**src/rtl/ysyx_22050058_wb_arbiter_if.sv**
```systemverilog
// Writeback arbiter bus bundle: decode issue/check, ALU and LSU result
// handshakes, and the register file write port.
// The slave modport is the arbiter's view; master is the surrounding pipeline's view.
interface ysyx_22050058_wb_arbiter_if #(
  parameter int DATA_W = 64,
  parameter int ADDR_W = 5
);
  // Decode issue and source-operand check
  logic              issue_valid;
  logic [ADDR_W-1:0] issue_rd;
  logic              issue_ready;
  logic [ADDR_W-1:0] chk_rs1;
  logic [ADDR_W-1:0] chk_rs2;
  logic              busy1_o;
  logic              busy2_o;

  // ALU result source
  logic              alu_valid;
  logic              alu_ready;
  logic [ADDR_W-1:0] alu_rd;
  logic [DATA_W-1:0] alu_data;

  // LSU load result source
  logic              lsu_valid;
  logic              lsu_ready;
  logic [ADDR_W-1:0] lsu_rd;
  logic [DATA_W-1:0] lsu_data;

  // Register file write port and sticky error
  logic              we_o;
  logic [ADDR_W-1:0] waddr_o;
  logic [DATA_W-1:0] wdata_o;
  logic              err_o;

  modport slave (
    input  issue_valid, issue_rd, chk_rs1, chk_rs2,
    input  alu_valid, alu_rd, alu_data,
    input  lsu_valid, lsu_rd, lsu_data,
    output issue_ready, busy1_o, busy2_o,
    output alu_ready, lsu_ready,
    output we_o, waddr_o, wdata_o, err_o
  );

  modport master (
    output issue_valid, issue_rd, chk_rs1, chk_rs2,
    output alu_valid, alu_rd, alu_data,
    output lsu_valid, lsu_rd, lsu_data,
    input  issue_ready, busy1_o, busy2_o,
    input  alu_ready, lsu_ready,
    input  we_o, waddr_o, wdata_o, err_o
  );
endinterface

```
**src/rtl/ysyx_22050058_wb_arbiter.sv**
```systemverilog
// Integer register file write-side master. Round-robin arbitration between
// ALU and LSU results onto the single write port (one cycle registered),
// plus a per-register pending scoreboard that drives decode stalls and
// blocks WAW issue.
module ysyx_22050058_wb_arbiter #(
  parameter int DATA_W = 64,
  parameter int ADDR_W = 5,
  parameter int NREG   = 2 ** ADDR_W
) (
  input  logic                        clk,
  input  logic                        rst,
  ysyx_22050058_wb_arbiter_if.slave   bus
);

  typedef enum logic {
    SRC_ALU = 1'b0,
    SRC_LSU = 1'b1
  } src_e;

  // x0 is hardwired, so its pending bit is masked off every cycle.
  localparam logic [NREG-1:0] X0_MASK = {{(NREG-1){1'b1}}, 1'b0};

  src_e              last_grant;
  logic [NREG-1:0]   pending;
  logic [NREG-1:0]   pending_next;
  logic [NREG-1:0]   set_mask;
  logic [NREG-1:0]   clr_mask;

  logic              alu_grant;
  logic              lsu_grant;
  logic              xfer;
  logic [ADDR_W-1:0] xfer_rd;
  logic [DATA_W-1:0] xfer_data;
  logic              issue_ok;

  logic              we_q;
  logic [ADDR_W-1:0] waddr_q;
  logic [DATA_W-1:0] wdata_q;
  logic              err_q;

  // Grant: a lone valid source wins; on a tie the source not granted last wins.
  always_comb begin
    alu_grant = bus.alu_valid & (~bus.lsu_valid | (last_grant == SRC_LSU));
    lsu_grant = bus.lsu_valid & ~alu_grant;
    xfer      = alu_grant | lsu_grant;
    xfer_rd   = alu_grant ? bus.alu_rd   : bus.lsu_rd;
    xfer_data = alu_grant ? bus.alu_data : bus.lsu_data;
  end

  // Scoreboard update: a writeback clears its rd, an accepted issue sets its rd.
  always_comb begin
    // NOTE: every variable gets a default before the conditionals so no
    // path leaves it unassigned, which would otherwise infer a latch.
    set_mask = '0;
    clr_mask = '0;
    issue_ok = (bus.issue_rd == '0) | ~pending[bus.issue_rd];
    if (bus.issue_valid && issue_ok) set_mask[bus.issue_rd] = 1'b1;
    if (xfer)                        clr_mask[xfer_rd]      = 1'b1;
    pending_next = ((pending & ~clr_mask) | set_mask) & X0_MASK;
  end

  // Registered write port, arbitration history, scoreboard and sticky error.
  always_ff @(posedge clk or negedge rst) begin
    if (!rst) begin
      // NOTE: the scoreboard is a flop vector, not a RAM, and must come out of
      // reset all-clear so decode never stalls on stale in-flight writes.
      pending    <= '0;
      last_grant <= SRC_LSU;
      we_q       <= 1'b0;
      waddr_q    <= '0;
      wdata_q    <= '0;
      err_q      <= 1'b0;
    end else begin
      // NOTE: non-blocking assignments so every flop samples pre-edge values,
      // e.g. err_q reads the old pending bit that is being cleared this edge.
      pending <= pending_next;
      we_q    <= xfer & (xfer_rd != '0);
      if (xfer) last_grant <= alu_grant ? SRC_ALU : SRC_LSU;
      // Writes to x0 are consumed silently; address/data keep their last values.
      if (xfer && (xfer_rd != '0)) begin
        waddr_q <= xfer_rd;
        wdata_q <= xfer_data;
        if (!pending[xfer_rd]) err_q <= 1'b1;
      end
    end
  end

  assign bus.issue_ready = issue_ok;
  assign bus.busy1_o     = pending[bus.chk_rs1];
  assign bus.busy2_o     = pending[bus.chk_rs2];
  assign bus.alu_ready   = alu_grant;
  assign bus.lsu_ready   = lsu_grant;
  assign bus.we_o        = we_q;
  assign bus.waddr_o     = waddr_q;
  assign bus.wdata_o     = wdata_q;
  assign bus.err_o       = err_q;

endmodule

```
**src/flat_wrapper.sv**
```systemverilog
// flat-port wrapper written by rule: the top's interface ports become plain ports
module ysyx_22050058_wb_arbiter_flat 
#(
  parameter int DATA_W = 64,
  parameter int ADDR_W = 5,
  parameter int NREG   = 2 ** ADDR_W
)
  (clk, rst, bus_issue_valid, bus_issue_rd, bus_chk_rs1, bus_chk_rs2, bus_alu_valid, bus_alu_rd, bus_alu_data, bus_lsu_valid, bus_lsu_rd, bus_lsu_data, bus_issue_ready, bus_busy1_o, bus_busy2_o, bus_alu_ready, bus_lsu_ready, bus_we_o, bus_waddr_o, bus_wdata_o, bus_err_o);
  ysyx_22050058_wb_arbiter_if #(.DATA_W(DATA_W), .ADDR_W(ADDR_W)) bus_i ();
  input  logic clk;
  input  logic rst;
  input wire logic [$bits(bus_i.issue_valid)-1:0] bus_issue_valid;
  input wire logic [$bits(bus_i.issue_rd)-1:0] bus_issue_rd;
  input wire logic [$bits(bus_i.chk_rs1)-1:0] bus_chk_rs1;
  input wire logic [$bits(bus_i.chk_rs2)-1:0] bus_chk_rs2;
  input wire logic [$bits(bus_i.alu_valid)-1:0] bus_alu_valid;
  input wire logic [$bits(bus_i.alu_rd)-1:0] bus_alu_rd;
  input wire logic [$bits(bus_i.alu_data)-1:0] bus_alu_data;
  input wire logic [$bits(bus_i.lsu_valid)-1:0] bus_lsu_valid;
  input wire logic [$bits(bus_i.lsu_rd)-1:0] bus_lsu_rd;
  input wire logic [$bits(bus_i.lsu_data)-1:0] bus_lsu_data;
  output wire logic [$bits(bus_i.issue_ready)-1:0] bus_issue_ready;
  output wire logic [$bits(bus_i.busy1_o)-1:0] bus_busy1_o;
  output wire logic [$bits(bus_i.busy2_o)-1:0] bus_busy2_o;
  output wire logic [$bits(bus_i.alu_ready)-1:0] bus_alu_ready;
  output wire logic [$bits(bus_i.lsu_ready)-1:0] bus_lsu_ready;
  output wire logic [$bits(bus_i.we_o)-1:0] bus_we_o;
  output wire logic [$bits(bus_i.waddr_o)-1:0] bus_waddr_o;
  output wire logic [$bits(bus_i.wdata_o)-1:0] bus_wdata_o;
  output wire logic [$bits(bus_i.err_o)-1:0] bus_err_o;
  assign bus_i.issue_valid = bus_issue_valid;
  assign bus_i.issue_rd = bus_issue_rd;
  assign bus_i.chk_rs1 = bus_chk_rs1;
  assign bus_i.chk_rs2 = bus_chk_rs2;
  assign bus_i.alu_valid = bus_alu_valid;
  assign bus_i.alu_rd = bus_alu_rd;
  assign bus_i.alu_data = bus_alu_data;
  assign bus_i.lsu_valid = bus_lsu_valid;
  assign bus_i.lsu_rd = bus_lsu_rd;
  assign bus_i.lsu_data = bus_lsu_data;
  assign bus_issue_ready = bus_i.issue_ready;
  assign bus_busy1_o = bus_i.busy1_o;
  assign bus_busy2_o = bus_i.busy2_o;
  assign bus_alu_ready = bus_i.alu_ready;
  assign bus_lsu_ready = bus_i.lsu_ready;
  assign bus_we_o = bus_i.we_o;
  assign bus_waddr_o = bus_i.waddr_o;
  assign bus_wdata_o = bus_i.wdata_o;
  assign bus_err_o = bus_i.err_o;
  ysyx_22050058_wb_arbiter #(.DATA_W(DATA_W), .ADDR_W(ADDR_W), .NREG(NREG)) u_core (.clk(clk), .rst(rst), .bus(bus_i));
endmodule
```
**config.mk**
```make
export PLATFORM = sky130hd
export DESIGN_NAME = ysyx_22050058_wb_arbiter_flat
export DESIGN_NICKNAME = d
export VERILOG_FILES = /design/src/rtl/ysyx_22050058_wb_arbiter_if.sv /design/src/rtl/ysyx_22050058_wb_arbiter.sv /design/src/flat_wrapper.sv
export SDC_FILE = /design/constraint.sdc
export NUM_CORES = 1
export LEC_CHECK = 0
export ABC_AREA = 0
export BUFFER_PORTS_ARGS = -buffer_cell sky130_fd_sc_hd__buf_2
export CORE_UTILIZATION = 50
export CTS_BUF_LIST = sky130_fd_sc_hd__clkbuf_8
export DETAILED_ROUTE_END_ITERATION = 7
export GPL_TIMING_DRIVEN = 0
export PLACE_DENSITY = 0.88
export SLEW_MARGIN = 20
export SYNTH_ARGS = -nofsm -noshare
export SYNTH_HDL_FRONTEND = slang
export SYNTH_SLANG_ARGS = --single-unit
```
**constraint.sdc**
```tcl
create_clock -name clk -period 3.4 [get_ports clk]
set_clock_uncertainty 0.1 [all_clocks]
set_input_delay 0.51 -clock clk [delete_from_list [all_inputs] [get_ports clk]]
set_output_delay 0.51 -clock clk [all_outputs]
set_load 0.005 [all_outputs]
```
==> impl_metrics.env <==
export IMPL_final_area_um2=7331
export IMPL_period_share_pct=91.95
export IMPL_cts_clk_slew_worst_paths_ns=0.10
export IMPL_setup_worst_path_end_class="output pin"
export IMPL_die_height_um=109.7
export IMPL_rsz0062_at_grt="false"
export IMPL_required_ns=2.79
export IMPL_vias_per_cell=5.882
export IMPL_setup_tns_ns=0
export IMPL_hold_violations=0
export IMPL_hpwl_mm=13.47
export IMPL_grt_pass1_vias=5129
export IMPL_cts_sinks=103
export IMPL_post_cts_setup_buffers=0
export IMPL_avgSynthCellArea_um2=10.41
export IMPL_dr_pass1_iters=5
export IMPL_syn_nets=715
export IMPL_tightest_slew_ns=0.8062
export IMPL_grt_use_total_pct=29.70
export IMPL_ys_flop_type="dfrtp_1"
export IMPL_ff2ff_path_depth=8
export IMPL_final_max_slew_viol_count=0
export IMPL_cts_root_buffer="clkbuf_8"
export IMPL_worstSetupPathType="in2out"
export IMPL_hold_path_cell_count=3
export IMPL_synth_common_cells="o21ai_0, dfrtp_1, nand2_1"
export IMPL_seq_area_frac_synth_pct=44.48
export IMPL_ant_nets=0
export IMPL_place_congestion=1.000
export IMPL_slew_headroom_pct=46.02
export IMPL_routedWlPerCell_um=18.60
export IMPL_cellLeakagePower_nw=3.609
export IMPL_layout_nets=954
export IMPL_setup_viol=0
export IMPL_synthCells=557
export IMPL_rows=38
export IMPL_drc=0
export IMPL_arrival_ns=2.52
export IMPL_netlist_top_cells_area="dfrtp_1, mux2i_1, mux4_2"
export IMPL_run_status="finished clean"
export IMPL_initial_core_util_pct=52.34
export IMPL_yosysWarnings=0
export IMPL_grt_overflow=0
export IMPL_synth_largest_area_cell="dfrtp_1"
export IMPL_core_um2=11080
export IMPL_synthArstFlopShare_pct=100.0
export IMPL_peakVddDrop_mv=0.3082
export IMPL_max_freq_ghz=0.3199
export IMPL_placed_cell_area_um2=7138
export IMPL_ctsLongestPathBuffers=2
export IMPL_port_buffer_count=226
export IMPL_nFillCells=901
export IMPL_seq_area_um2=2579
export IMPL_worstPathMaxFanout=9
export IMPL_power_density_nw_per_um2=475.8
export IMPL_synth_top_area_share_pct=44.02
export IMPL_yosysMostFrequentCell="o21ai_0"
export IMPL_die_area_um2=12030
export IMPL_htree_levels=3
export IMPL_cts_buffers=9
export IMPL_multiInputGateArea_um2=2997
export IMPL_ys_ff_latch=103
export IMPL_grt_pass1_wl_mm=26.34
export IMPL_clkLatencyLatePin_ns=0.37
export IMPL_yosysUniqueCellTypes=43
export IMPL_setup_ws_ns=0.2738
export IMPL_drtIter0Drc=445
export IMPL_critPathLaunchType="input pin"
export IMPL_die_x_um=109.7
export IMPL_vias=5541
export IMPL_maxCapViolCount=0
export IMPL_grt_antenna_before_repair=2
export IMPL_period_minus_slack_ns=3.126
export IMPL_cts_tree="built"
export IMPL_layout_drive_gt1_share_pct=38.88
export IMPL_pre_cts_ws_ns=0.2605
export IMPL_grt_max_degree=67
export IMPL_ios=234
export IMPL_synth_edff_count=0
export IMPL_netlist_area_um2=5798
export IMPL_hold_path_class="in2reg"
export IMPL_wirelength_mm=17.52
export IMPL_area_growth_pct=26.44
[sequential cells by signal, indices dropped and copies added (netlist names)]
name / count
u_core.bus.err_o: 1
u_core.bus.waddr_o: 5
u_core.bus.wdata_o: 64
u_core.bus.we_o: 1
u_core.last_grant: 1
u_core.pending: 31
[critical path, cell delays in order]
cell	delay, ns
clkbuf_1	0.49
mux4_2	0.63
mux4_2	0.49
mux2_2	0.27
buf_2	0.12
[cell type report]
cell class,instances,share of cell area (%)
Clock inverter,6,0.7339
Sequential cell,103,35.18
Clock buffer,9,1.690
Buffer,34,2.526
Multi-Input combinational cell,410,40.88
Tap cell,140,2.389
Inverter,10,0.5120
Timing Repair Buffer,228,16.03
Antenna cell,2,0.06827
[layout by cell type, fill, tap and decap left out, types with 2 or more instances in the layout]
cell	netlist	routed
mux2_2	11	11
o211ai_1	2	2
nand2_1	98	98
mux2i_1	73	73
buf_1	2	2
nor3_1	3	3
o22ai_1	3	3
a21oi_1	7	7
and2_1	2	2
a41o_1	2	2
nor2_1	8	8
nand3_1	9	9
o31ai_1	3	3
diode_2	0	2
a21o_1	2	2
o21ai_0	103	103
clkinv_4	0	3
clkbuf_8	0	9
mux4_2	31	31
buf_6	4	5
nand3b_1	5	5
inv_1	9	9
clkbuf_1	10	10
nand4_1	2	2
nor3b_1	3	3
dfrtp_1	102	102
buf_2	15	240
o21ai_1	29	29
buf_4	2	2
[stage by stage]
step / hold WS (ns) / power (mW) / util (%) / cells
floorplan: 0.1144 / 2.290 / - / 557
global placement: 0.3564 / 2.714 / 64.13 / 923
detailed placement: 0.3346 / 2.768 / 64.43 / 924
CTS: 0.3054 / 3.486 / 66.13 / 940
global route: 0.3074 / 3.673 / 66.17 / 942
finish: 0.3060 / 3.488 / 66.17 / 942
[kinds of logic (layout without fill, tap and decap cells)]
family	Yosys count	in the layout	synth area share [%]
buffers and inverters	44	287	3.841
DFF	103	103	44.48
and+or+nand+nor	140	140	10.68
other	0	2	0
AOI/OAI and AO/OA	154	154	14.03
muxes	116	116	26.97
[report_power, final]
| group | internal (mW) | switching, mW |
|---|---|---|
| Sequential | 1.45 | 0.222 |
| Combinational | 0.573 | 0.527 |
| Clock | 0.274 | 0.442 |
[repair_timing]
action                     in CTS  in global routing
hold buffers                    1                  0
resized for setup               0                  0
setup endpoints to repair       0                  0
hold endpoints to repair       37                  0
[layer usage]
layer	GRT usage (%)	wire length [um]	vias up
met5	0	0	-
met4	18.48	944	0
met3	8.121	1877	62
met2	48.83	8590	363
met1	34.56	6105	2607
li1	-	-	2509
[final timing paths]
kind | start | end | slack [ns]
worst max-delay path | bus_chk_rs2[0] | bus_busy2_o | 0.27
min in group asynchronous | rst | u_core.pending[11]$_DFF_PN0_ | 0.49
max in group asynchronous | rst | u_core.last_grant$_DFFE_PN1P_ | 2.05
worst max register to register | u_core.last_grant$_DFFE_PN1P_ | u_core.bus.err_o$_DFFE_PN0P_ | 0.65
worst min-delay path | bus_lsu_data[60] | u_core.bus.wdata_o[60]$_DFFE_PN0P_ | 0.31
worst min register to register | u_core.bus.wdata_o[9]$_DFFE_PN0P_ | u_core.bus.wdata_o[9]$_DFFE_PN0P_ | 0.38
Note: power is estimated with default switching activity, not from simulation.
